===== config.mk =====
export PLATFORM = sky130hd
export DESIGN_NAME = keypad_matrix_scanner
export DESIGN_NICKNAME = d
export VERILOG_FILES = /design/src/rtl/keypad_matrix_scanner.sv
export SDC_FILE = /design/constraint.sdc
export NUM_CORES = 1
export LEC_CHECK = 0
export BUFFER_PORTS_ARGS = -buffer_cell sky130_fd_sc_hd__buf_2
export CAP_MARGIN = 5
export CORE_ASPECT_RATIO = 0.8
export CORE_MARGIN = 4
export CORE_UTILIZATION = 60
export DETAILED_ROUTE_END_ITERATION = 10
export PLACE_DENSITY = 0.79
export SLEW_MARGIN = 30
export SYNTH_ARGS = -nofsm -noshare
export SYNTH_HDL_FRONTEND = slang
export SYNTH_SLANG_ARGS = --single-unit

===== constraint.sdc =====
create_clock -name CLK -period 13.3 [get_ports CLK]
set_clock_uncertainty 0.2 [all_clocks]
set_input_delay 0.665 -clock CLK [delete_from_list [all_inputs] [get_ports CLK]]
set_output_delay 0.665 -clock CLK [all_outputs]
set_load 0.01 [all_outputs]

===== src/rtl/keypad_matrix_scanner.sv =====
// Column-scanning keypad reader: drives one column low at a time and collects
// each full frame into a bitmap. Frames are debounced and decoded into a key code,
// press and release strobes, a multi-key flag and per-row activity levels.
module keypad_matrix_scanner #(
    parameter int ROWS     = 4,
    parameter int COLS     = 3,
    parameter int SCAN_DIV = 3300,
    parameter int DEBOUNCE = 8,
    parameter int CODE_W   = (ROWS * COLS > 1) ? $clog2(ROWS * COLS) : 1
) (
    input  logic              CLK,
    input  logic              RST_N,
    input  logic [ROWS-1:0]   KEYPAD_ROW_N,
    output logic [COLS-1:0]   KEYPAD_COL_N,
    output logic [CODE_W-1:0] KEY_CODE,
    output logic              KEY_VALID,
    output logic              KEY_RELEASE,
    output logic              KEY_DOWN,
    output logic              MULTI,
    output logic [ROWS-1:0]   ROW_ACTIVE
);

    localparam int KEYS    = ROWS * COLS;
    localparam int COL_W   = (COLS > 1) ? $clog2(COLS) : 1;
    localparam int DWELL_W = $clog2(SCAN_DIV);
    localparam int CNT_W   = $clog2(DEBOUNCE + 1);
    localparam int POP_W   = $clog2(KEYS + 1);

    // Output handshake: KEY_VALID and KEY_RELEASE are one-cycle strobes with no
    // ready; the consumer samples them on the cycle they are high. KEY_CODE is
    // stable from a KEY_VALID cycle until the next KEY_VALID.

    logic [ROWS-1:0]   row_s1;
    logic [ROWS-1:0]   row_s2;

    logic              scan_en;
    logic [COL_W-1:0]  col;
    logic [DWELL_W-1:0] dwell;
    logic              sample;
    logic              last_col;

    logic [KEYS-1:0]   frame_acc;
    logic [KEYS-1:0]   frame_next;
    logic              frame_done;

    logic [KEYS-1:0]   candidate;
    logic [KEYS-1:0]   cand_nxt;
    logic [KEYS-1:0]   accepted;
    logic [CNT_W-1:0]  stable_cnt;
    logic [CNT_W-1:0]  cnt_nxt;
    logic              frame_match;
    logic              accept;
    logic              acc_chg;

    logic [POP_W-1:0]  n_keys;
    logic [CODE_W-1:0] key_idx;
    logic [ROWS-1:0]   row_any;
    logic              single;
    logic              multi_keys;

    // Two-flop synchroniser; reset value is the idle (no key) level.
    always_ff @(posedge CLK) begin
        if (!RST_N) begin
            row_s1 <= '1;
            row_s2 <= '1;
        end else begin
            row_s1 <= KEYPAD_ROW_N;
            row_s2 <= row_s1;
        end
    end

    assign sample   = scan_en && (dwell == DWELL_W'(SCAN_DIV - 1));
    assign last_col = (col == COL_W'(COLS - 1));

    // scan_en holds the columns released for the reset cycle itself, so column 0
    // is driven from the first cycle after reset release with a full dwell.
    always_ff @(posedge CLK) begin
        if (!RST_N) begin
            scan_en <= 1'b0;
            col     <= '0;
            dwell   <= '0;
        end else begin
            scan_en <= 1'b1;
            if (scan_en) begin
                if (dwell == DWELL_W'(SCAN_DIV - 1)) begin
                    dwell <= '0;
                    col   <= last_col ? '0 : col + COL_W'(1);
                end else begin
                    dwell <= dwell + DWELL_W'(1);
                end
            end
        end
    end

    always_comb begin
        KEYPAD_COL_N = '1;
        for (int c = 0; c < COLS; c++) begin
            if (scan_en && (col == COL_W'(c))) begin
                KEYPAD_COL_N[c] = 1'b0;
            end
        end
    end

    always_comb begin
        frame_next = frame_acc;
        for (int r = 0; r < ROWS; r++) begin
            for (int c = 0; c < COLS; c++) begin
                if (col == COL_W'(c)) begin
                    frame_next[r*COLS + c] = ~row_s2[r];
                end
            end
        end
    end

    // Every bit is rewritten once per frame, so frame_acc holds the complete
    // frame during the cycle frame_done is high.
    always_ff @(posedge CLK) begin
        if (!RST_N) begin
            frame_acc  <= '0;
            frame_done <= 1'b0;
        end else begin
            frame_done <= sample && last_col;
            if (sample) begin
                frame_acc <= frame_next;
            end
        end
    end

    always_comb begin
        frame_match = (frame_acc == candidate);
        cand_nxt    = frame_match ? candidate : frame_acc;
        if (!frame_match) begin
            cnt_nxt = CNT_W'(1);
        end else if (stable_cnt == CNT_W'(DEBOUNCE)) begin
            cnt_nxt = stable_cnt;
        end else begin
            cnt_nxt = stable_cnt + CNT_W'(1);
        end
        accept = (cnt_nxt == CNT_W'(DEBOUNCE)) && (cand_nxt != accepted);
    end

    always_ff @(posedge CLK) begin
        if (!RST_N) begin
            candidate  <= '0;
            stable_cnt <= '0;
            accepted   <= '0;
            acc_chg    <= 1'b0;
        end else begin
            acc_chg <= frame_done && accept;
            if (frame_done) begin
                candidate  <= cand_nxt;
                stable_cnt <= cnt_nxt;
                if (accept) begin
                    accepted <= cand_nxt;
                end
            end
        end
    end

    always_comb begin
        n_keys  = '0;
        key_idx = '0;
        for (int i = 0; i < KEYS; i++) begin
            n_keys = n_keys + POP_W'(accepted[i]);
            if (accepted[i]) begin
                key_idx = CODE_W'(i);
            end
        end
        for (int r = 0; r < ROWS; r++) begin
            row_any[r] = |accepted[r*COLS +: COLS];
        end
        single     = (n_keys == POP_W'(1));
        multi_keys = (n_keys > POP_W'(1));
    end

    // During the acc_chg cycle KEY_DOWN still reflects the previous accepted
    // bitmap, which is exactly the "old single-key" status the release needs.
    always_ff @(posedge CLK) begin
        if (!RST_N) begin
            KEY_CODE    <= '0;
            KEY_VALID   <= 1'b0;
            KEY_RELEASE <= 1'b0;
            KEY_DOWN    <= 1'b0;
            MULTI       <= 1'b0;
            ROW_ACTIVE  <= '0;
        end else begin
            KEY_VALID   <= acc_chg && single;
            KEY_RELEASE <= acc_chg && KEY_DOWN;
            KEY_DOWN    <= single;
            MULTI       <= multi_keys;
            ROW_ACTIVE  <= row_any;
            if (single) begin
                KEY_CODE <= key_idx;
            end
        end
    end

endmodule


; ---- Word-level counts from Yosys, hierarchy flattened
; Cells that the tools add are included.
[totals]
out_inout_bits = 15
register_bits = 77
word_cells = 85
[classes]
n_bitwise = 4
n_mux = 20
n_eq_ne = 8
n_addsub = 14
n_lt_le_gt_ge = 1
n_reduce_logical = 19
[op_table]
columns = cell, n
row1 = $mux W4, 12
row2 = $add A4 B1 Y4, 8
row3 = $mux W12, 2
row4 = $add A12 B1 Y12 const B, 1
row5 = $eq A12 B12 Y1, 1
row6 = $eq A12 B12 Y1 const B, 1
row7 = $ne A12 B12 Y1, 1
row8 = $reduce_or A3 Y1, 4
row9 = $reduce_and A2 Y1, 5
row10 = $logic_and A1 B1 Y1, 9
row11 = $eq A4 B4 Y1 const B, 2
row12 = $mux W1, 5
row13 = $add A3 B1 Y4, 1
row14 = $add A4 B1 Y4 const B, 1
row15 = $eq A4 B1 Y1 const B, 1
row16 = $gt A4 B1 Y1 const B, 1
row17 = $not A1 Y1, 4
row18 = $add A2 B1 Y3, 1
row19 = $add A1 B1 Y2, 1
row20 = $add A2 B1 Y2 const B, 1
row21 = $eq A2 B1 Y1 const B, 1
row22 = $eq A2 B2 Y1 const B, 1
row23 = $logic_not A2 Y1, 1
row24 = $mux W2, 1

; ---- Longest topological paths before layout
[depth]
ltp_word = 13
ltp_mapped = 13

; ---- Least setup slack after synthesis
; No wires, ideal clock.
[synth_timing]
path_kind = flip-flop to flip-flop
start = register accepted[5]
end = register KEY_CODE[1]
period_less_slack_ps = 4319
arrival_ps = 4003
path_buffers = 0
path_stages_with_launch = 14
slack_ps = 8981
setup_ps = 116
cell_sequence = dfxtp_1 > inv_1 > fa_1 > fa_1 > fa_1 > fa_1 > inv_1 > ha_1 > fa_1 > nor2_1 > a21oi_1 > nor4b_2 > o311ai_0 > o211a_1
[synth_via]
elab_chain_len = 8
[synth_rtl]
columns = item, line
row1 = start: declaration, 48  ; logic [KEYS-1:0] accepted;
row2 = start signal: assignment, 154  ; accepted <= cand_nxt;
row3 = $add A4 B1 Y4 (7 in a row), 164  ; n_keys = n_keys + POP_W'(accepted[i]);
row4 = $eq A4 B1 Y1, 172  ; single = (n_keys == POP_W'(1));
row5 = end signal: assignment, 193  ; KEY_CODE <= key_idx;
row6 = end: declaration, 15  ; output logic [CODE_W-1:0] KEY_CODE,
; Several ways; a longest one is shown, not always the timed one.
; A chain may end at the register's enable or synchronous reset.

; ---- Worst setup path after layout
; Ends and elaborated chain as after synthesis.

==> flow_metrics.tcl <==
set metrics [dict create \
    ys_seq_area_frac 0.4282 \
    first_iter_violations 208 \
    path_cells "inv_1 > fa_1 > fa_1 > fa_1 > fa_1 > inv_1 > ha_1 > fa_1 > nor2_1 > a21oi_1 > nor4b_2 > o311ai_0 > o211a_1" \
    hold_path_end "row_s2[2]" \
    ir_drop_v 0.0001168 \
    cp-end-kind "flop" \
    rsz0062_at_grt "false" \
    whs_path_depth 1 \
    nets 415 \
    cts.repair.resized 0 \
    hold_ws_ns 0.2211 \
    place.gp.congestion 0.8601 \
    finalSetupViolations 0 \
    synth_commonest_cells "dfxtp_1 (77), nor2_1 (52), a21oi_1 (24)" \
    p_leak_uw 0.001467 \
    cts_buffers 9 \
    fp.dieArea_sq_um 7311 \
    worst_setup_path_start_kind "flop" \
    synthDistinctLibCells 48 \
    max_cap_viol_count 0 \
    hold_viol 0 \
    setup_tns_ns 0 \
    syn-num-nets 399 \
    fin_crit_sh 0.3572 \
    multi_input_area_sq_um 1848 \
    ys_seq_elements 77 \
    synth_flop_cell "dfxtp_1" \
    r2r-start "accepted[5]" \
    synth.most_common_cell "dfxtp_1" \
    required_ns 13.35 \
    critPathSlowestCell "nor4b_2" \
    cellPowerDensity_nw_per_um2 103.8 \
    slew_viol_final 0 \
    tightest_slew_ns 0.8658 \
    gr-total-overflow 0 \
    synth_area_leader_cell "dfxtp_1" \
    antenna_found_initial 0 \
    ant_nets 0 \
    worst-r2r-setup-slack_ns 8.55 \
    vias 2765 \
    synth_area_sq_um 3600 \
    total_power_uw 400.0 \
    die_h_microns 77.28 \
    drt_wl_total_microns 7387 \
    critical_path.max_stage_delay_ns 0.62 \
    fmax_mhz 210.5 \
    h-tree-depth 3 \
    yosys.area.top_type_share 0.4282 \
    layout_min_cycle_time_ns 4.751 \
    seq_area_sq_um 1541 \
    cts_buffer_depth 2 \
    clk_pin_slew_worst_paths_ns 0.08 \
    cp.arrival_ns 4.80 \
    fin_cells 477 \
    syn_to_final_growth_pct 7.091 \
    clk_latency_ns 0.35 \
    routedWlPerCell_microns 15.49 \
    coreArea_sq_um 5615 \
    drc_errors 0 \
    ys_warn_count 0 \
    place_inst 461 \
    rows 24 \
    die_w_microns 94.60 \
    synthTopCellsByArea "dfxtp_1 (43%), nor2_1 (5.4%), mux2i_1 (4.2%)" \
    io_buffers 20 \
    min_from "row_s1[2]" \
    async_flop_share 0 \
    path_max_fanout 8 \
    dr.pass1.iters 4 \
    max-slew-margin-rel 0.4220 \
    synthCells 378 \
    viasPerCell 5.797 \
    hold_buffers 0 \
    start_util 0.6410 \
    dp_hpwl_microns 5118 \
    grt_pass1_vias 2616 \
    outcome "finished, final reports clean" \
    ios 21 \
    cts_sinks 77 \
    grt_max_degree 51 \
    cts_tree "yes" \
    fillerInstances 447 \
    reg2regPathDepth 13 \
    cts_root_buffer "clkbuf_8" \
    holdCritPathClass "reg -> reg" \
    grt_pass1_wl_microns 12820 \
    crit_top_cell "fa_1" \
    track_usage 0.2227 \
    drive_above_1_share 0.1153 \
    n_antenna_cell 0 \
    crit_type "reg -> reg" \
    synth_edf_count 0 \
    postCtsSetupRepairBufs 0 \
    r2r-end "KEY_CODE[1]" \
    syn_avg_cell_area_sq_um 9.523 \
]
[how the worst max path moves through the flow]
stage	from	endpoint	cells after the start
2_1_floorplan	accepted[5]	KEY_CODE[1]	13
3_3_place_gp	accepted[5]	KEY_CODE[1]	13
3_5_place_dp	accepted[5]	KEY_CODE[1]	13
4_1_cts	accepted[5]	KEY_CODE[1]	13
5_1_grt	accepted[5]	KEY_CODE[1]	13
6_report	accepted[5]	KEY_CODE[1]	13
[report_power, final]
group,internal (uW),total (uW),switching (uW)
Clock,69.0,158,89.1
Sequential,232,234,1.91
Combinational,2.47,7.66,5.19
[kinds of logic (layout without fill, tap and decap cells)]
logic type,after synthesis,in the layout,synth area share
AND/OR/NAND/NOR,132,132,0.2016
multiplexers,15,15,0.04171
flip-flops,77,77,0.4282
AO/OA/AOI/OAI,65,65,0.1161
adder cells (fa/ha/maj),15,15,0.06674
XOR/XNOR,35,35,0.08724
buffers and inverters,39,60,0.05840
[metrics by stage]
step | utilization | worst slack (ns) | instance area, sq um
global route | 0.6865 | 8.325 | 3855
CTS | 0.6865 | 8.547 | 3855
floorplan | - | 8.981 | 3600
global placement | 0.6555 | 8.771 | 3681
finish | 0.6865 | 8.549 | 3855
detailed placement | 0.6555 | 8.560 | 3681
[critical path, delay by kind of cell (launching register included)]
family	cells	cell delay (ns)
adder cells (fa/ha/maj)	6	2.57
AND/OR/NAND/NOR	2	0.73
AO/OA/AOI/OAI	3	0.58
flip-flops	1	0.42
buffers and inverters	2	0.16
[registers in the layout, indices dropped and copies added (netlist names), 12 cells and up]
name,flops
dwell,12
accepted,12
frame_acc,12
candidate,12
[per-layer routing]
metal / vias to the layer above / wire length, microns / global-route usage
met2: 85 / 3119 / 0.3047
met1: 1311 / 3633 / 0.3354
met3: 11 / 540 / 0.06262
li1: 1358 / - / -
met5: - / 0 / 0
met4: 0 / 94 / 0.06916
[layout make-up]
class                           count  share of cell area
Inverter                           23             0.02240
Timing Repair Buffer               21             0.02791
Clock inverter                      6             0.01201
Clock buffer                       10             0.03311
Tap cell                           78             0.02532
Multi-Input combinational cell    262              0.4794
Sequential cell                    77              0.3999
[cells in the final DEF, fill, tap and decap left out, types with 2 or more instances in the layout]
cell type	n
a211oi_1	12
a21oi_1	24
a31oi_1	4
and2_1	2
and3_1	6
and4_1	3
buf_2	20
clkbuf_8	9
clkinvlp_4	2
dfxtp_1	77
fa_1	7
ha_1	8
inv_1	22
inv_6	2
mux2i_1	15
nand2_1	9
nand2b_1	8
nand3_1	9
nand3b_1	2
nand4_1	17
nor2_1	52
nor2_2	2
nor3_1	7
nor4_1	5
o21ai_0	5
o31ai_1	13
xnor2_1	17
xor2_1	17
Note: power is estimated with default switching activity, not from simulation.
